`src/rtl/matrix_mult_engine.sv`:
```
// matrix_mult_engine: sequential C = A*B (or C += A*B) engine.
// A (MxN) and B (NxP) are held in small register files loaded while idle.
// Each output element takes N multiply-accumulate cycles. The result is
// presented on a valid/ready port in row-major order. The accepted result is
// written back into an internal C store, which feeds accumulate mode.
module matrix_mult_engine #(
  parameter int M          = 2,
  parameter int N          = 3,
  parameter int P          = 4,
  parameter int DATA_WIDTH = 8,
  parameter int SATURATE   = 1,
  localparam int AW    = (M * N > 1) ? $clog2(M * N) : 1,
  localparam int BW    = (N * P > 1) ? $clog2(N * P) : 1,
  localparam int RW    = (M > 1) ? $clog2(M) : 1,
  localparam int CW    = (P > 1) ? $clog2(P) : 1,
  localparam int OW    = 2 * DATA_WIDTH,
  localparam int ACC_W = 2 * DATA_WIDTH + $clog2(N) + 2
) (
  input  logic                  clk,
  input  logic                  rst,
  input  logic                  start,
  input  logic                  acc_mode,
  input  logic [DATA_WIDTH-1:0] a_in,
  input  logic [AW-1:0]         a_addr,
  input  logic                  a_wen,
  input  logic [DATA_WIDTH-1:0] b_in,
  input  logic [BW-1:0]         b_addr,
  input  logic                  b_wen,
  output logic [OW-1:0]         c_out,
  output logic [RW-1:0]         c_row,
  output logic [CW-1:0]         c_col,
  output logic                  c_valid,
  input  logic                  c_ready,
  output logic                  busy,
  output logic                  done,
  output logic                  overflow
);

  localparam int KW  = (N > 1) ? $clog2(N) : 1;
  localparam int CIW = (M * P > 1) ? $clog2(M * P) : 1;
  localparam int EXT = ACC_W - OW;

  typedef enum logic [1:0] {
    IDLE = 2'd0,
    MAC  = 2'd1,
    OUT  = 2'd2,
    FIN  = 2'd3
  } state_t;

  state_t                state_r;
  logic [DATA_WIDTH-1:0] a_mem_r [M*N];
  logic [DATA_WIDTH-1:0] b_mem_r [N*P];
  logic [OW-1:0]         c_mem_r [M*P];
  logic [KW-1:0]         k_r;
  logic [RW-1:0]         row_r;
  logic [CW-1:0]         col_r;
  logic [ACC_W-1:0]      acc_r;
  logic                  prime_r;
  logic                  acc_mode_r;

  logic [AW-1:0]         a_idx_s;
  logic [BW-1:0]         b_idx_s;
  logic [CIW-1:0]        c_idx_s;
  logic [CIW-1:0]        c_nidx_s;
  logic [DATA_WIDTH-1:0] a_val_s;
  logic [DATA_WIDTH-1:0] b_val_s;
  logic [OW-1:0]         a_ext_s;
  logic [OW-1:0]         b_ext_s;
  logic [OW-1:0]         prod_s;
  logic [ACC_W-1:0]      acc_sum_s;
  logic [ACC_W-1:0]      c_init_s;
  logic [ACC_W-1:0]      c_ninit_s;
  logic                  k_last_s;
  logic                  e_last_s;
  logic                  fits_s;
  logic [OW-1:0]         result_s;

  // Sign-extend an OW-wide value to the accumulator width.
  function automatic logic [ACC_W-1:0] sext_fn(input logic [OW-1:0] v);
    return {{EXT{v[OW-1]}}, v};
  endfunction

  // True when the accumulator value is representable in signed OW bits.
  function automatic logic fits_fn(input logic [ACC_W-1:0] v);
    logic [EXT:0] top;
    top = v[ACC_W-1:OW-1];
    return (&top) | (~|top);
  endfunction

  // Reduce the accumulator to OW bits: pass, clamp, or wrap.
  function automatic logic [OW-1:0] result_fn(input logic [ACC_W-1:0] v);
    logic [OW-1:0] r;
    if (fits_fn(v) || (SATURATE == 0)) begin
      r = v[OW-1:0];
    end else if (v[ACC_W-1]) begin
      r = {1'b1, {(OW-1){1'b0}}};
    end else begin
      r = {1'b0, {(OW-1){1'b1}}};
    end
    return r;
  endfunction

  // Operand addressing, product, running sum and result shaping.
  always_comb begin
    a_idx_s   = AW'(32'(row_r) * 32'(N) + 32'(k_r));
    b_idx_s   = BW'(32'(k_r) * 32'(P) + 32'(col_r));
    c_idx_s   = CIW'(32'(row_r) * 32'(P) + 32'(col_r));
    c_nidx_s  = CIW'(32'(c_idx_s) + 32'd1);
    a_val_s   = a_mem_r[a_idx_s];
    b_val_s   = b_mem_r[b_idx_s];
    a_ext_s   = {{DATA_WIDTH{a_val_s[DATA_WIDTH-1]}}, a_val_s};
    b_ext_s   = {{DATA_WIDTH{b_val_s[DATA_WIDTH-1]}}, b_val_s};
    prod_s    = a_ext_s * b_ext_s;
    acc_sum_s = acc_r + sext_fn(prod_s);
    if (acc_mode_r) begin
      c_init_s  = sext_fn(c_mem_r[c_idx_s]);
      c_ninit_s = sext_fn(c_mem_r[c_nidx_s]);
    end else begin
      c_init_s  = '0;
      c_ninit_s = '0;
    end
    k_last_s  = (32'(k_r) == 32'(N - 1));
    e_last_s  = (32'(c_idx_s) == 32'(M * P - 1));
    fits_s    = fits_fn(acc_sum_s);
    result_s  = result_fn(acc_sum_s);
  end

  // Operand register files: writable only while idle, out-of-range dropped.
  always_ff @(posedge clk) begin
    if ((state_r == IDLE) && a_wen && (32'(a_addr) < 32'(M * N))) begin
      a_mem_r[a_addr] <= a_in;
    end
    if ((state_r == IDLE) && b_wen && (32'(b_addr) < 32'(N * P))) begin
      b_mem_r[b_addr] <= b_in;
    end
  end

  // Result store: cleared on reset, captures each accepted output element.
  always_ff @(posedge clk or posedge rst) begin
    if (rst) begin
      for (int i = 0; i < M * P; i++) begin
        c_mem_r[i] <= '0;
      end
    end else if ((state_r == OUT) && c_valid && c_ready) begin
      c_mem_r[c_idx_s] <= c_out;
    end
  end

  // Control FSM with registered outputs.
  // After start, one priming cycle loads the accumulator. Each element then
  // takes N MAC cycles plus one hand-off cycle. The hand-off edge preloads the
  // accumulator for the next element.
  always_ff @(posedge clk or posedge rst) begin
    if (rst) begin
      state_r    <= IDLE;
      k_r        <= '0;
      row_r      <= '0;
      col_r      <= '0;
      acc_r      <= '0;
      prime_r    <= 1'b0;
      acc_mode_r <= 1'b0;
      c_out      <= '0;
      c_row      <= '0;
      c_col      <= '0;
      c_valid    <= 1'b0;
      busy       <= 1'b0;
      done       <= 1'b0;
      overflow   <= 1'b0;
    end else begin
      done <= 1'b0;
      case (state_r)
        IDLE: begin
          if (start) begin
            acc_mode_r <= acc_mode;
            overflow   <= 1'b0;
            row_r      <= '0;
            col_r      <= '0;
            k_r        <= '0;
            prime_r    <= 1'b1;
            busy       <= 1'b1;
            state_r    <= MAC;
          end else begin
            state_r <= IDLE;
          end
        end
        MAC: begin
          if (prime_r) begin
            acc_r   <= c_init_s;
            prime_r <= 1'b0;
          end else begin
            acc_r <= acc_sum_s;
            if (k_last_s) begin
              k_r      <= '0;
              c_out    <= result_s;
              c_row    <= row_r;
              c_col    <= col_r;
              c_valid  <= 1'b1;
              overflow <= overflow | ~fits_s;
              state_r  <= OUT;
            end else begin
              k_r <= k_r + KW'(1'b1);
            end
          end
        end
        OUT: begin
          if (c_valid && c_ready) begin
            c_valid <= 1'b0;
            if (e_last_s) begin
              busy    <= 1'b0;
              done    <= 1'b1;
              state_r <= FIN;
            end else begin
              if (32'(col_r) == 32'(P - 1)) begin
                col_r <= '0;
                row_r <= row_r + RW'(1'b1);
              end else begin
                col_r <= col_r + CW'(1'b1);
              end
              acc_r   <= c_ninit_s;
              state_r <= MAC;
            end
          end else begin
            state_r <= OUT;
          end
        end
        FIN: begin
          state_r <= IDLE;
        end
        default: begin
          state_r <= IDLE;
        end
      endcase
    end
  end

endmodule

```
`config.mk`:
```
export PLATFORM = sky130hd
export DESIGN_NAME = matrix_mult_engine
export DESIGN_NICKNAME = d
export VERILOG_FILES = /design/src/rtl/matrix_mult_engine.sv
export SDC_FILE = /design/constraint.sdc
export NUM_CORES = 1
export LEC_CHECK = 0
export CAP_MARGIN = 20
export CORE_ASPECT_RATIO = 0.75
export CORE_UTILIZATION = 46
export CTS_CLUSTER_DIAMETER = 150
export DETAILED_ROUTE_END_ITERATION = 10
export SYNTH_ARGS = -nofsm -noshare
export SYNTH_HDL_FRONTEND = slang
export SYNTH_SLANG_ARGS = --single-unit
```
`constraint.sdc`:
```
create_clock -name clk -period 10.3 [get_ports clk]
set_input_delay 2.06 -clock clk [delete_from_list [all_inputs] [get_ports clk]]
set_output_delay 2.06 -clock clk [all_outputs]
set_load 0.1 [all_outputs]
```
==> flow_summary.toml, run 1 <==
[synth]
synth.ff_latch_count = 324
synth_area_sq_mm = 0.0180
yosysWarningCount = 0
synth_adder_area_share = 0.101
syn_nets = 1468
post_synth_and_or_nand_nor_area_fraction = 0.0552
postSynth.topFlopCell = "sky130_fd_sc_hd__dfrtp_1"
synth.area.mux_share = 0.228
ys_async_sr_fraction = 0.556
synthCells = 1327
netlist_top_cells_area = "sky130_fd_sc_hd__dfrtp_1, sky130_fd_sc_hd__edfxtp_1, sky130_fd_sc_hd__mux4_2, sky130_fd_sc_hd__mux2_2, sky130_fd_sc_hd__fa_1"
synth_top_cell_area_share = 0.250
postSynthAreaPerCell_sq_um = 13.6
compound_gate_fraction_of_synth_area = 0.0741
synth-edff-count = 144
cell_taking_the_most_area_after_synthesis = "sky130_fd_sc_hd__dfrtp_1"
xor_and_xnor_fraction_of_the_mapped_netlist_area = 0.0173
synth.distinct_cells = 66
largest_family_of_logic_cells_by_synthesized_area = "multiplexers"
seq_area_frac_synth = 0.490

[global_route]
number_of_global_route_vias_before_repair = 11400
wire_length_of_the_first_global_routing_pass_microns = 65800
number_of_antenna_violations_at_the_first_check_in_global_routing = 0
largest_net_degree_at_the_start_of_global_routing = 72
track_usage = 0.212
grt_residual_overflow = 0

[timing]
whs_ps = 504
timing_worst_slew_pin_value_ps = 1070
hold_viol_final = 0
skew_ps = 16.0
timing.final.crit_share = 0.923
total_neg_setup_slack_ps = 0
grt_setup_unrepaired = "false"
slew_headroom = 0.286
fmax_mhz = 105
fin_crit_ps = 9510
final-setup-viol-count = 0
max_slew_violations = 0

[die]
std_cell_rows = 62
die_x_microns = 231
coreArea_sq_mm = 0.0385
vertical_extent_of_the_die_microns = 173
io-pin-count = 53
die_area_sq_mm = 0.0400
floorplan.initialDensity = 0.469

[detailed_routing]
routed_via_count_divided_by_cell_count = 5.81
detail_route.drc_violations = 0
via_count = 11100
postRouteWirelength_microns = 40900
final_antenna_net_count = 0
drt-pass1-iter-count = 7
drtIter0Drc = 801
drt-wirelength-per-cell_microns = 21.3

[layout]
finish.net_count = 1521
multi_input_comb_area_sq_mm = 0.00859
final.fill_count = 3310
synthesis_to_layout_area_growth_pct = 12.2
diodes = 0
register_area_sq_mm = 0.00883
layout_cell_share_with_drive_strength_beyond_1 = 0.241

[clocking]
cts_root_buffer = "sky130_fd_sc_hd__clkbuf_16"
tritoncts.num_buffers = 34
clk_latency_ps = 530
cts.repair_timing.setup_buffer_count = 0
post_cts.resized_instances = 0
clk_pin_slew_worst_paths_ps = 60
holdBufCountCts = 0
tritoncts_num_sinks = 324
cts_tree = "done"
cts_max_level = 2
ctsLongestPathBuffers = 3

[outcome]
outcome = "complete, no violations"

[worst_setup_path]
worst-endpoint-required_ps = 10760
timing.critical_path.slowest_stage_cell = "sky130_fd_sc_hd__fa_1"
r2r_end = "c_out[14]"
r2r_cells = 28
startpoint_type = "flip-flop"
cp-end-kind = "flip-flop"
r2r_setup_slack_ps = 790
crit_fanout = 21
startpoint_of_the_worst_slack_reg_to_reg_timing_path = "k_r[1]"
timing.setup.critical_path_class = "reg -> reg"
cp_slowest_stage_delay_ps = 830
arrival_ps = 9970

[placement]
dp_hpwl_microns = 28500
gpl.final_weighted_congestion = 0.871
io_buffers = 52

[hold_path]
min_path_cells = 1
min_path_type = "reg -> reg"
worstHoldStart = "acc_r[4]"
hold-path-endpoint = "acc_r[4]"

[job]
max-cap-violations = 0
## flip-flops by register name, indices dropped and copies added (netlist names), 2 cells and up
register,cells
acc_r,20
k_r,2
b_mem_r,96
c_out,16
c_col,2
state_r,2
col_r,2
c_mem_r,128
a_mem_r,48
## cell usage in the layout (no fill, tap or decap), drive strengths merged, types with 4 or more instances in the layout
cell type	Yosys	routed
a21o	16	16
a21oi	53	53
a31oi	5	5
buf	24	26
clkbuf	37	43
clkdlybuf4s50	0	52
clkinv	1	12
dfrtp	180	180
edfxtp	144	144
fa	57	57
ha	54	54
inv	98	100
mux2	135	135
mux2i	61	61
mux4	88	88
nand2	54	54
nand2b	17	17
nand3	9	9
nor2	103	103
nor2b	6	6
nor3	13	13
o21a	19	19
o21ai	33	33
o21bai	4	4
o221a	15	15
o221ai	12	12
o22ai	12	12
or2	5	5
xnor2	23	23
xor2	10	10
## kinds of logic after synthesis
family,Yosys count
compound gates,191
xor+xnor,34
fa+ha+maj,111
buf+inv,160
flops,324
mux,284
simple gates,223
## metal layers
metal | track usage | wire, microns | vias up
met2 | 0.313 | 18300 | 271
met3 | 0.0406 | 2380 | 39
li1 | - | - | 5015
met5 | 0 | 0 | -
met1 | 0.328 | 19700 | 5799
met4 | 0.0417 | 506 | 0
## worst max-delay path: cells and delay by family, from the launching register on
kind                     cells  cell delay [ps]
adder cells (fa/ha/maj)      7             3490
AO/OA/AOI/OAI                9             2510
AND/OR/NAND/NOR              4             1390
flip-flops                   1              670
multiplexers                 1              560
buffers and inverters        5              460
XOR/XNOR                     2              370
## metrics by stage
stage / instance area, sq um / cells / worst slack [ps] / util
2_1_floorplan: 18000 / 1327 / 1180 / -
3_3_place_gp: 19200 / 1856 / 1080 / 0.498
3_5_place_dp: 19200 / 1856 / 818 / 0.498
4_1_cts: 20200 / 1915 / 798 / 0.526
5_1_grt: 20200 / 1915 / 137 / 0.526
6_report: 20200 / 1915 / 794 / 0.526
## cell type report
cell class | count | area share
well taps | 512 | 0.0317
multi-input cells | 843 | 0.425
clock inverters | 16 | 0.00730
inverters | 99 | 0.0186
clock buffers | 43 | 0.0458
repair buffers | 78 | 0.0354
flip-flops and latches | 324 | 0.437
## how the worst max path moves through the flow
stage / from / endpoint / slack [ps]
floorplan: row_r / c_out[0] / 1180
global placement: k_r[1] / c_out[4] / 1080
detailed placement: k_r[1] / c_out[14] / 820
CTS: k_r[1] / c_out[14] / 800
global route: k_r[1] / c_out[9] / 140
finish: k_r[1] / c_out[14] / 790
## cell usage after synthesis, types with 17 or more instances
cell type	instances
sky130_fd_sc_hd__o21a_1	19
sky130_fd_sc_hd__mux2_2	135
sky130_fd_sc_hd__nand2b_1	17
sky130_fd_sc_hd__xnor2_1	23
sky130_fd_sc_hd__edfxtp_1	144
sky130_fd_sc_hd__a21oi_1	53
sky130_fd_sc_hd__mux2i_1	61
sky130_fd_sc_hd__dfrtp_1	180
sky130_fd_sc_hd__nand2_1	54
sky130_fd_sc_hd__nor2_1	103
sky130_fd_sc_hd__fa_1	57
sky130_fd_sc_hd__inv_1	97
sky130_fd_sc_hd__clkbuf_1	37
sky130_fd_sc_hd__o21ai_0	28
sky130_fd_sc_hd__ha_1	54
sky130_fd_sc_hd__mux4_2	88
Power of run 1 is not shown: default switching activity piles up to over one toggle a cycle in this logic, so the estimate is an artifact.
==> run 2: changes to the inputs <==
--- a/config.mk
+++ b/config.mk
@@ -10,6 +10,7 @@
 export CORE_UTILIZATION = 46
 export CTS_CLUSTER_DIAMETER = 150
 export DETAILED_ROUTE_END_ITERATION = 10
+export HOLD_SLACK_MARGIN = 0.02
 export SYNTH_ARGS = -nofsm -noshare
 export SYNTH_HDL_FRONTEND = slang
 export SYNTH_SLANG_ARGS = --single-unit
==> results of run 2 <==
Final layout, timing and power as in run 1 (identical DEF).
Power of run 2 is left out for the same reason.
